`config.mk`:
```
export PLATFORM = sky130hd
export DESIGN_NAME = game_sequencer
export DESIGN_NICKNAME = d
export VERILOG_FILES = /design/src/rtl/game_sequencer_pkg.sv /design/src/rtl/game_sequencer_choice_timer.sv /design/src/rtl/game_sequencer.sv
export SDC_FILE = /design/constraint.sdc
export NUM_CORES = 1
export LEC_CHECK = 0
export ABC_AREA = 1
export BUFFER_PORTS_ARGS = -buffer_cell sky130_fd_sc_hd__buf_4
export CORE_ASPECT_RATIO = 0.7
export CORE_MARGIN = 1
export CORE_UTILIZATION = 44
export CTS_CLUSTER_DIAMETER = 40
export DETAILED_ROUTE_END_ITERATION = 16
export PLACE_DENSITY = 0.83
export SLEW_MARGIN = 5
export SYNTH_ARGS = -nofsm -noshare
export SYNTH_HDL_FRONTEND = slang
export SYNTH_SLANG_ARGS = --single-unit
export TNS_END_PERCENT = 30
```
`constraint.sdc`:
```
create_clock -name clock -period 1.35 [get_ports clock]
set_input_delay 0.0675 -clock clock [delete_from_list [all_inputs] [get_ports clock]]
set_output_delay 0.0675 -clock clock [all_outputs]
set_load 0.01 [all_outputs]
```
`src/rtl/game_sequencer_pkg.sv`:
```
// Shared definitions for the game sequencer: phase codes, hand ranks, FSM states.
// Latency: n/a (types and constants only).
// Backpressure: n/a.
package game_sequencer_pkg;

  // Phase codes reported to the settlement block on game_s
  localparam logic [1:0] GS_IDLE      = 2'b00;
  localparam logic [1:0] GS_SETTLE    = 2'b01;
  localparam logic [1:0] GS_CHOICE    = 2'b10;
  localparam logic [1:0] GS_HL_SETTLE = 2'b11;

  // Hand rank codes from the evaluator; 0010..1000 and 1010 pay out
  localparam logic [3:0] RANK_NONE     = 4'b0000;
  localparam logic [3:0] RANK_LOW_PAIR = 4'b0001;
  localparam logic [3:0] RANK_WIN_MIN  = 4'b0010;
  localparam logic [3:0] RANK_WIN_MAX  = 4'b1000;
  localparam logic [3:0] RANK_BONUS    = 4'b1010;

  // Bankroll assumed before the first accepted bet
  localparam logic [15:0] DEFAULT_BANKROLL = 16'd1000;

  typedef enum logic [2:0] {
    ST_IDLE,
    ST_DEAL,
    ST_WAIT_EVAL,
    ST_SETTLE,
    ST_CHOICE,
    ST_HL_WAIT,
    ST_HL_SETTLE
  } state_t;

  function automatic logic is_winning_rank(input logic [3:0] rank);
    return ((rank >= RANK_WIN_MIN) && (rank <= RANK_WIN_MAX)) || (rank == RANK_BONUS);
  endfunction

endpackage

```
`src/rtl/game_sequencer_choice_timer.sv`:
```
// Cycle counter bounding how long the player may sit in the double-up choice.
// Latency: expire_o is combinational on the current count; count updates each clock.
// Backpressure: none; clear has priority over enable.
module choice_timer #(
  parameter logic [15:0] TIMEOUT = 16'd1000
) (
  input  logic clock,
  input  logic reset_c,
  input  logic clear_c,
  input  logic enable_c,
  output logic expire_o
);

  logic [15:0] count_q;

  // Count cycles while enabled, restart from zero whenever cleared
  always_ff @(posedge clock or negedge reset_c) begin
    if (!reset_c) begin
      count_q <= '0;
    end else if (clear_c) begin
      count_q <= '0;
    end else if (enable_c) begin
      count_q <= count_q + 16'd1;
    end
  end

  assign expire_o = enable_c && (count_q == (TIMEOUT - 16'd1));

endmodule

```
`src/rtl/game_sequencer.sv`:
```
// Game flow FSM: bet check, deal, poker settle, optional double-up (GRABLU_DOUBLE_UP_EN).
// Latency: all outputs except game_over_o are registered, one cycle after the causing input.
// Backpressure: none; waits indefinitely for eval_done_i / hl_valid_i, ignores unlisted pulses.
module game_sequencer
  import game_sequencer_pkg::*;
#(
  parameter logic [15:0] MIN_BET        = 16'd10,
  parameter logic [15:0] MAX_BET        = 16'd500,
  parameter logic [15:0] CHOICE_TIMEOUT = 16'd1000
) (
  input  logic        clock,
  input  logic        reset_c,
  input  logic        bet_c,
  input  logic [15:0] wager_i,
  input  logic [15:0] money_i,
  input  logic        eval_done_i,
  input  logic [3:0]  hand_r,
  input  logic        du_c,
  input  logic        collect_c,
  input  logic        hl_valid_i,
  output logic [1:0]  game_s,
  output logic [15:0] wager_o,
  output logic [15:0] mih_o,
  output logic        deal_req_o,
  output logic        hl_req_o,
  output logic        bet_err_o,
  output logic        game_over_o
);

  state_t      state;
  logic [3:0]  hand_q;
  logic        hl_req_q;
  logic        broke;
  logic        bet_ok;
  logic        choice_expire;

  // A broke player can never place a legal bet, so the range checks alone would reject,
  // but the explicit term keeps game_over_o and the rejection visibly tied together.
  assign broke  = (money_i < MIN_BET);
  assign bet_ok = !broke && (wager_i >= MIN_BET) && (wager_i <= MAX_BET) && (wager_i <= money_i);

  assign game_over_o = (state == ST_IDLE) && broke;

`ifdef GRABLU_DOUBLE_UP_EN
  choice_timer #(
    .TIMEOUT (CHOICE_TIMEOUT)
  ) u_choice_timer (
    .clock    (clock),
    .reset_c  (reset_c),
    .clear_c  (state != ST_CHOICE),
    .enable_c (state == ST_CHOICE),
    .expire_o (choice_expire)
  );
  assign hl_req_o = hl_req_q;
`else
  assign choice_expire = 1'b0;
  assign hl_req_o      = 1'b0;
  logic unused_double_up;
  assign unused_double_up = ^{du_c, collect_c, hl_valid_i, hand_q, hl_req_q, choice_expire, CHOICE_TIMEOUT};
`endif

  // Main game FSM; game_s and the request/error pulses are registered alongside the state
  always_ff @(posedge clock or negedge reset_c) begin
    if (!reset_c) begin
      state      <= ST_IDLE;
      game_s     <= GS_IDLE;
      wager_o    <= '0;
      mih_o      <= DEFAULT_BANKROLL;
      deal_req_o <= 1'b0;
      hl_req_q   <= 1'b0;
      bet_err_o  <= 1'b0;
      hand_q     <= RANK_NONE;
    end else begin
      deal_req_o <= 1'b0;
      hl_req_q   <= 1'b0;
      bet_err_o  <= 1'b0;
      case (state)
        ST_IDLE: begin
          if (bet_c) begin
            if (bet_ok) begin
              wager_o    <= wager_i;
              mih_o      <= money_i;
              deal_req_o <= 1'b1;
              state      <= ST_DEAL;
            end else begin
              bet_err_o <= 1'b1;
            end
          end
        end
        ST_DEAL: begin
          state <= ST_WAIT_EVAL;
        end
        ST_WAIT_EVAL: begin
          if (eval_done_i) begin
            hand_q <= hand_r;
            game_s <= GS_SETTLE;
            state  <= ST_SETTLE;
          end
        end
        ST_SETTLE: begin
`ifdef GRABLU_DOUBLE_UP_EN
          if (is_winning_rank(hand_q)) begin
            game_s <= GS_CHOICE;
            state  <= ST_CHOICE;
          end else begin
            game_s <= GS_IDLE;
            state  <= ST_IDLE;
          end
`else
          game_s <= GS_IDLE;
          state  <= ST_IDLE;
`endif
        end
`ifdef GRABLU_DOUBLE_UP_EN
        ST_CHOICE: begin
          // Collect outranks a simultaneous double-up request
          if (collect_c || choice_expire) begin
            game_s <= GS_IDLE;
            state  <= ST_IDLE;
          end else if (du_c) begin
            game_s   <= GS_IDLE;
            hl_req_q <= 1'b1;
            state    <= ST_HL_WAIT;
          end
        end
        ST_HL_WAIT: begin
          if (hl_valid_i) begin
            game_s <= GS_HL_SETTLE;
            state  <= ST_HL_SETTLE;
          end
        end
        ST_HL_SETTLE: begin
          game_s <= GS_IDLE;
          state  <= ST_IDLE;
        end
`endif
        default: begin
          game_s <= GS_IDLE;
          state  <= ST_IDLE;
        end
      endcase
    end
  end

endmodule

```
== After elaboration in Yosys (flattened, before gate mapping) ==
Index checks and enable logic that the tools add are counted.

* Bitwise gates (word level): 1
* Eq/ne operators: 5
* Order comparisons: 4
* Reduce and logical (&&, ||, !) cells: 10
* Multiplexer cells: 12

{| class="wikitable"
|+ Operators with widths
! kind !! count
|-
| greater-or-equal comparator 16 x 4 -> 1 bit, second input constant || 1
|-
| <= comparator 16 bit || 1
|-
| <= comparator 16 x 9 -> 1 bit, second input constant || 1
|-
| < comparator 16 x 4 -> 1 bit, second input constant || 1
|-
| 2-to-1 mux 3 bit || 3
|-
| one-hot mux 3 bit (3 select lines) || 1
|-
| 2-to-1 mux 1 bit || 6
|-
| inequality test 2 bit, second input constant || 3
|-
| AND reduction 3 bit || 2
|-
| logical AND 1 bit || 4
|-
| one-hot mux 2 bit (2 select lines) || 1
|-
| equality test 3 x 1 -> 1 bit, second input constant || 1
|-
| equality test 3 x 2 -> 1 bit, second input constant || 1
|-
| zero test 3 bit || 1
|-
| 2-to-1 mux 2 bit || 1
|-
| AND reduction 2 bit || 1
|-
| OR reduction 2 bit || 1
|-
| zero test 1 bit || 1
|-
| inverter 1 bit || 1
|}

* Output and inout bits: 38
* Flip-flop bits (word level): 39

== Logic depth before layout (Yosys ltp) ==
Gate-level depths: netlist of the first run.

* Depth after elaboration: 8
* Depth in mapped cells: 16
* Mapped depth without buffers: 16

== Worst setup path after synthesis of the first run ==
Ideal clock, no wire load.

* Path kind: input -> register
* Start: in money_i[7]
* End: reg mih_o[0]
* Path buffers: 1
* Slack: -0.083 ns
* Library setup time: 0.116 ns
* Arrival: 1.317 ns
* Cell stages on the path: 12
* Path through: inv_1 ha_1 a21o_1 nor2_1 nand2_1 nand2_1 nand2_1 nand2_1 nand3b_4 buf_4 nand2_1 nand2_1

* Cells in the longest elaborated chain, start to end: 6
* Elaborated cells between the ends (all ways): 7

{| class="wikitable"
|+ RTL lines
! what !! line !! source
|-
| start, declared || game_sequencer.sv:15 || <nowiki>input logic [15:0] money_i,</nowiki>
|-
| < comparator 16 x 4 -> 1 bit || game_sequencer.sv:39 || <nowiki>assign broke = (money_i < MIN_BET);</nowiki>
|-
| zero test 1 bit || game_sequencer.sv:40 || <nowiki>assign bet_ok = !broke && (wager_i >= MIN_BET) && (wager_i <= MAX_BET) && (wager_i <= money_i);</nowiki>
|-
| logical AND 1 bit (2 in a row) || game_sequencer.sv:40 ||
|-
| logical AND 1 bit * || game_sequencer.sv:40 ||
|-
| AND reduction 3 bit (no line) * || -- ||
|-
| end signal, assigned || game_sequencer.sv:82 || <nowiki>mih_o <= money_i;</nowiki>
|-
| end, declared || game_sequencer.sv:23 || <nowiki>output logic [15:0] mih_o,</nowiki>
|}

Every way passes the cells marked *; elsewhere a longest branch is shown, timed or not.
A chain may end at the register's enable or synchronous reset.

== Worst setup path after layout of the first run ==
* Start: in money_i[4]
* End: reg wager_o[2]

* Cells in the longest elaborated chain, start to end: 6
* Elaborated cells between the ends (all ways): 7

{| class="wikitable"
|+ RTL lines
! what !! line !! source
|-
| < comparator 16 x 4 -> 1 bit || game_sequencer.sv:39 ||
|-
| zero test 1 bit || game_sequencer.sv:40 ||
|-
| logical AND 1 bit (2 in a row) || game_sequencer.sv:40 ||
|-
| logical AND 1 bit * || game_sequencer.sv:40 ||
|-
| AND reduction 3 bit (no line) * || -- ||
|-
| end signal, assigned || game_sequencer.sv:81 || <nowiki>wager_o <= wager_i;</nowiki>
|-
| end, declared || game_sequencer.sv:22 || <nowiki>output logic [15:0] wager_o,</nowiki>
|}

Marked as above.

==> results of run 1 <==
-- worst register-to-register path: stages, from the launching register on --
cell and delay (ns):
dfrtp_1 0.40, inv_2 0.09, ha_4 0.16, nand2_4 0.06, nand3b_4 0.26, buf_12 0.22, nand2_1 0.09, nand2_1 0.08
-- through the flow --
| stage | utilization, % | instance area, sq um | hold slack (ns) | total power [mW] | TNS, ns |
|---|---|---|---|---|---|
| after floorplan | - | 2220 | -0.228 | 1.78 | -0.0356 |
| after global placement | 68.6 | 3060 | 0.0531 | 2.19 | -5.49 |
| after detailed placement | 68.6 | 3060 | 0.0590 | 2.25 | -8.03 |
| after CTS | 74.0 | 3300 | 0.0563 | 3.37 | -0.191 |
| after global routing | 77.9 | 3470 | 0.0946 | 3.78 | -4.00 |
| final | 77.9 | 3470 | 0.0851 | 3.58 | -2.14 |
-- power by group through the flow --
stage          Clock [mW]  Sequential [mW]  Combinational [mW]
3_5_place_dp            0             1.30               0.956
2_1_floorplan           0             1.32               0.455
4_1_cts              1.05             1.28                1.05
5_1_grt              1.11             1.30                1.38
6_report             1.04             1.29                1.25
3_3_place_gp            0             1.29               0.901
-- cell families (layout without fill, tap and decap cells) --
kind of cell / Yosys count / after routing / synth area share [%]
AO/OA/AOI/OAI: 38 / 38 / 12.7
flip-flops: 37 / 37 / 44.6
adder cells (fa/ha/maj): 19 / 19 / 11.4
buffers and inverters: 48 / 166 / 10.6
other: 1 / 2 / 0.179
AND/OR/NAND/NOR: 95 / 95 / 20.6
-- sequential cells by signal, summed over array words and instances, names as in the netlist --
register	flops
bet_err_o	1
game_s	1
deal_req_o	1
state	2
mih_o	16
wager_o	16
-- cells in the final DEF, fill, tap and decap left out --
| cell type | netlist | layout |
|---|---|---|
| buf_4 | 3 | 109 |
| nand2_1 | 66 | 34 |
| dfrtp_1 | 31 | 31 |
| nand2_2 | 1 | 28 |
| inv_1 | 40 | 22 |
| o21ai_2 | 19 | 21 |
| inv_2 | 1 | 15 |
| ha_4 | 0 | 12 |
| a21oi_1 | 11 | 10 |
| nor2_1 | 11 | 9 |
| ha_1 | 19 | 7 |
| nand4_1 | 6 | 6 |
| clkbuf_8 | 0 | 6 |
| dfstp_2 | 6 | 6 |
| nand2_4 | 0 | 5 |
| nand3_1 | 5 | 5 |
| inv_4 | 0 | 3 |
| o21ai_1 | 3 | 2 |
| nor3_1 | 2 | 2 |
| o21ai_0 | 3 | 2 |
| nor2_4 | 1 | 2 |
| conb_1 | 1 | 2 |
| buf_16 | 0 | 2 |
| dlygate4sd3_1 | 0 | 2 |
| buf_6 | 4 | 2 |
| buf_12 | 0 | 2 |
| nor2_2 | 0 | 1 |
| a21o_1 | 1 | 1 |
| nor3_2 | 1 | 1 |
| a21oi_2 | 0 | 1 |
| nor4_4 | 1 | 1 |
| nand3b_4 | 1 | 1 |
| clkinv_8 | 0 | 1 |
| a21boi_1 | 0 | 1 |
| clkinvlp_4 | 0 | 1 |
| bufinv_16 | 0 | 1 |
-- how the worst max path moves through the flow --
stage	startpoint	end	slack (ns)	cells past startpoint
detailed placement	money_i[9]	wager_o[2]	-0.32	15
floorplan	money_i[2]	mih_o[15]	-0.004	15
CTS	state[0]	mih_o[13]	-0.03	7
global placement	wager_i[10]	wager_o[1]	-0.22	12
finish	money_i[4]	wager_o[2]	-0.16	15
global route	money_i[4]	wager_o[2]	-0.19	15
-- metal layers --
layer | part of all wire (%) | up-vias | GRT usage, %
li1 | - | 991 | -
met1 | 42 | 987 | 31.7
met2 | 47 | 101 | 46.5
met3 | 6.1 | 37 | 7.87
met4 | 4.7 | 0 | 9.20
met5 | 0 | - | 0
-- final cells by class --
type	instances	area, sq um
fillers	268	983
flip-flops and latches	37	933
repair buffers	117	956
inverters	41	174
clock buffers	6	82.6
well taps	55	68.8
clock inverters	2	37.5
multi-input cells	154	1220
-- timing repair --
item / 4_1_cts / 5_1_grt
resized for setup: 17 / 46
endpoints found under the setup margin: 15 / 36
setup buffers: 1 / 4
cloned: 2 / 0
endpoints found under the hold margin: 32 / 0
pin swaps: 3 / 9
hold buffers: 2 / 0
==> results.toml, run 1 <==
[critical_path]
cp_common_cell = "nand2_1"
crit_path_max_incr_delay_ns = 0.29
crit_family = "simple AND/OR/NAND/NOR gates"
start_kind = "primary input"
arrival_ns = 1.69
ff2ff_path_depth = 7
worst-setup-path-type = "in2reg"
worstPathMaxFanout = 8
r2r_slack_ns = -0.13
crit_slowest_cell = "ha_1"
end_kind = "flop"
regToRegEndpoint = "wager_o[2]"
crit_chain = "buf_4, inv_1, ha_1, nand2_1, nor2_2, nand2_1, nand2_1, nand2_1, nand2_1, nand2_2, nand3b_4, buf_12, clkinv_8, nand2_1, nand2_1"
r2r_start = "state[0]"
required_ns = 1.53
worst-path-buf-inv = 4

[yosys]
synth.distinct_cells = 24
ys_ff_latch = 37
synth_top_area_share_pct = 37.1
yosysSeqAreaShare_pct = 44.6
synth_warnings = 0
synth-edff-count = 0
ys_top_cells_by_area = "dfrtp_1 (37%), nand2_1 (12%), ha_1 (11%)"
yosysMostFrequentCell = "nand2_1"
synth-async-reset-ratio_pct = 100
avgSynthCellArea_sq_um = 8.80
ys_top_cells_by_count = "nand2_1 (66), inv_1 (40), dfrtp_1 (31)"
synth_area_sq_mm = 0.00209
postSynthCellCount = 238
ys.flop_type = "dfrtp_1"
synth_top_area_cell = "dfrtp_1"

[min_path]
holdPathStages = 3
worstHoldStart = "wager_i[7]"
holdCritPathClass = "in2reg"
min_to = "wager_o[7]"

[die]
initial_utilization_pct = 47.0
row_count = 20
die_y_microns = 59.7
io_pins = 81
die_width_microns = 84.4
die_area_sq_mm = 0.00504
coreArea_sq_mm = 0.00445

[global_route]
track_usage_pct = 26.4
grt_pass1_wl_mm = 9.76
grt_antenna_before_repair = 0
grt_max_degree = 38
grt_overflow = 0
grt_pass1_vias = 2102

[power_and_ir_drop]
clock_power_share_pct = 29.0
intPower_mw = 2.44
power.switching_mw = 1.14
peakVddDrop_v = 0.000864
seqPwrFrac_pct = 36.0
combPwrFrac_pct = 35.0
p_leak_nw = 1.84
swShare_pct = 31.9
power.density_mw_per_mm2 = 1030

[drt]
drtIter0Drc = 84
vias = 2116
route.final.wire_length_mm = 6.78
via_per_inst = 5.14
drc = 4
dr.pass1.iters = 10
ant_nets = 0
routedWlPerCell_microns = 16.5

[cts]
clkTransAtPathRegs_ns = 0.08
clock-root-buffer = "clkbuf_8"
clk_latency_ns = 0.31
clock-sinks = 37
cts.path.max_buffers = 2
cts_buffers = 5
ctsHtreeMaxLevel = 2
tritoncts = "done"

[outcome]
status = "complete, but fails checks"
violations = "design-rule violations, negative setup slack"

[placed_design]
dp_slack_ns = -0.325
place_hpwl_mm = 4.47
gp_congestion = 0.774
placedCellCount = 395
io_buffer_count = 71

[timing]
finalCriticalPeriod_ns = 1.51
hold_viol = 0
final.setup.worst_slack_ns = -0.159
finalSetupViolations = 35
clock_skew_ns = 0.00879
clock.fmax_ghz = 0.663
fin_crit_sh_pct = 112
slew_viol_final = 0
rsz0062_at_grt = "yes"

[final_layout]
fin_cells = 412
diodes = 0
area_delta_synth_final_pct = 65.8
fin_nets = 418
drive_above_1_share_pct = 61.9

[flow_run]
maxCapViolations = 0
(Power assumes the default switching activity.)
==> run 2, diff against run 1 <==
BUFFER_PORTS_ARGS = -buffer_cell sky130_fd_sc_hd__buf_2   (was -buffer_cell sky130_fd_sc_hd__buf_4)
CAP_MARGIN = 20   (was default)
GPL_ROUTABILITY_DRIVEN = 0   (was default)
==> run 2 against run 1 <==
Effect of this change: the run still ends with design-rule violations, negative setup slack left; worst setup slack better by 0.11 ns; non-clock buffer count shrank 3; core utilization fell by 7.8 points; die area did not move; combinational power is 14% lower; via count fell by 7.3%; first-iteration DRC count is 42% higher; sequential share of layout area up 3.0 points; hold slack worse by 0.072 ns; final area shrank 10%; sequential power hardly changed; critical path type is now reg2out.
==> results.toml, run 2 (synthesis gave the netlist of run 1 again) <==
[outcome]
status = "complete, but fails checks"
violations = "design-rule violations, negative setup slack"

[power_and_ir_drop]
combPwrFrac_pct = 30.5
swShare_pct = 30.3
p_leak_nw = 1.78
power.switching_mw = 1.07
intPower_mw = 2.47
clock_power_share_pct = 33.4
seqPwrFrac_pct = 36.1
power.density_mw_per_mm2 = 1130
peakVddDrop_v = 0.000760

[critical_path]
start_kind = "flop"
regToRegEndpoint = "mih_o[13]"
r2r_slack_ns = -0.03
end_kind = "output port"
worst-setup-path-type = "reg2out"
required_ns = 1.28
r2r_start = "state[1]"
ff2ff_path_depth = 7
arrival_ns = 1.34
worstPathMaxFanout = 3

[timing]
final.setup.worst_slack_ns = -0.0534
clock.fmax_ghz = 0.713
setup_tns_ns = -0.270
rsz0062_at_grt = "yes"
finalCriticalPeriod_ns = 1.40
hold_viol = 0
fin_crit_sh_pct = 104
slew_viol_final = 0
clock_skew_ns = 0.00785
finalSetupViolations = 15

[drt]
vias = 1962
dr.pass1.iters = 10
route.final.wire_length_mm = 5.57
drc = 8
ant_nets = 0
routedWlPerCell_microns = 13.6
via_per_inst = 4.80
drtIter0Drc = 119

[final_layout]
fillers = 344
largest_registers = "mih_o x16, wager_o x16, state x2"
diodes = 0
drive_above_1_share_pct = 54.5
mostFrequentLayoutCells = "buf_2 (71), nand2_1 (53), buf_4 (39), dfrtp_1 (31), inv_1 (27)"
area_delta_synth_final_pct = 49.1
final_cell_area_sq_mm = 0.00312
fin_nets = 415
final_common_cell = "buf_2"
fin_cells = 409

[flow_run]
maxCapViolations = 0

[min_path]
holdPathStages = 3
min_to = "mih_o[0]"
worstHoldStart = "money_i[0]"
holdCritPathClass = "in2reg"

[die]
initial_utilization_pct = 47.0
io_pins = 81
die_y_microns = 59.7
die_width_microns = 84.4
row_count = 20
coreArea_sq_mm = 0.00445
die_area_sq_mm = 0.00504

[global_route]
grt_antenna_before_repair = 0
grt_max_degree = 38
grt_overflow = 0
grt_pass1_vias = 1915
track_usage_pct = 23.9
grt_pass1_wl_mm = 9.05

[cts]
cts_buffers = 5
clock-root-buffer = "clkbuf_8"
ctsHtreeMaxLevel = 2
clock-sinks = 37
tritoncts = "done"
clkTransAtPathRegs_ns = 0.08
cts.path.max_buffers = 2
clk_latency_ns = 0.30

[placed_design]
place_area_sq_mm = 0.00289
place_hpwl_mm = 4.35
placedCellCount = 396
dp_slack_ns = -0.267
io_buffer_count = 71
## run 2: how the worst max path moves through the flow
| stage | startpoint | end | slack, ns | depth (start not counted) |
|---|---|---|---|---|
| after floorplan | money_i[2] | mih_o[15] | -0.004 | 15 |
| after global placement | money_i[2] | wager_o[1] | -0.17 | 17 |
| after detailed placement | money_i[6] | wager_o[2] | -0.27 | 15 |
| after CTS | state[1] | game_over_o | -0.05 | 6 |
| after global routing | state[1] | game_over_o | -0.09 | 6 |
| final | state[1] | game_over_o | -0.05 | 6 |
## run 2: cell type report
cell class	count	area (sq um)	area share [%]
Sequential cell	37	933	29.9
Inverter	41	154	4.93
Multi-Input combinational cell	154	1120	35.8
Timing Repair Buffer	114	709	22.7
Clock inverter	3	68.8	2.20
Tap cell	55	68.8	2.20
Clock buffer	5	68.8	2.20
## run 2: power by group through the flow
stage | clock [mW] | combinational [mW] | sequential, mW
global placement | 0 | 0.839 | 1.29
detailed placement | 0 | 0.896 | 1.29
finish | 1.18 | 1.08 | 1.28
floorplan | 0 | 0.455 | 1.32
CTS | 1.19 | 0.966 | 1.28
global route | 1.26 | 1.19 | 1.29
## run 2: layer usage
| layer | global-route usage, % | wire length (microns) | vias up |
|---|---|---|---|
| met4 | 7.26 | 101 | 0 |
| met5 | 0 | 0 | - |
| met1 | 31.4 | 2640 | 899 |
| li1 | - | - | 979 |
| met3 | 4.97 | 280 | 15 |
| met2 | 40.7 | 2550 | 69 |
## run 2: stage by stage
stage                     power (mW)  hold WS [ns]  utilization, %
after floorplan                 1.78        -0.228               -
final                           3.54        0.0132            70.1
after global routing            3.73       0.00869            70.1
after detailed placement        2.19         0.140            64.8
after global placement          2.13         0.135            64.8
after CTS                       3.44       0.00583            68.7
## run 2: what timing repair did
action | 4_1_cts | 5_1_grt
endpoints found under the hold margin | 31 | 0
setup endpoints to repair | 36 | 36
pin swaps | 1 | 0
cloned | 0 | 0
gates resized for setup | 7 | 14
setup buffers | 1 | 3
hold buffers | 1 | 0
## run 2: critical path: stages (launching register included)
cell	delay [ns]
dfrtp_1	0.42
inv_2	0.09
ha_4	0.13
buf_4	0.11
inv_1	0.04
nor2_1	0.10
buf_2	0.14
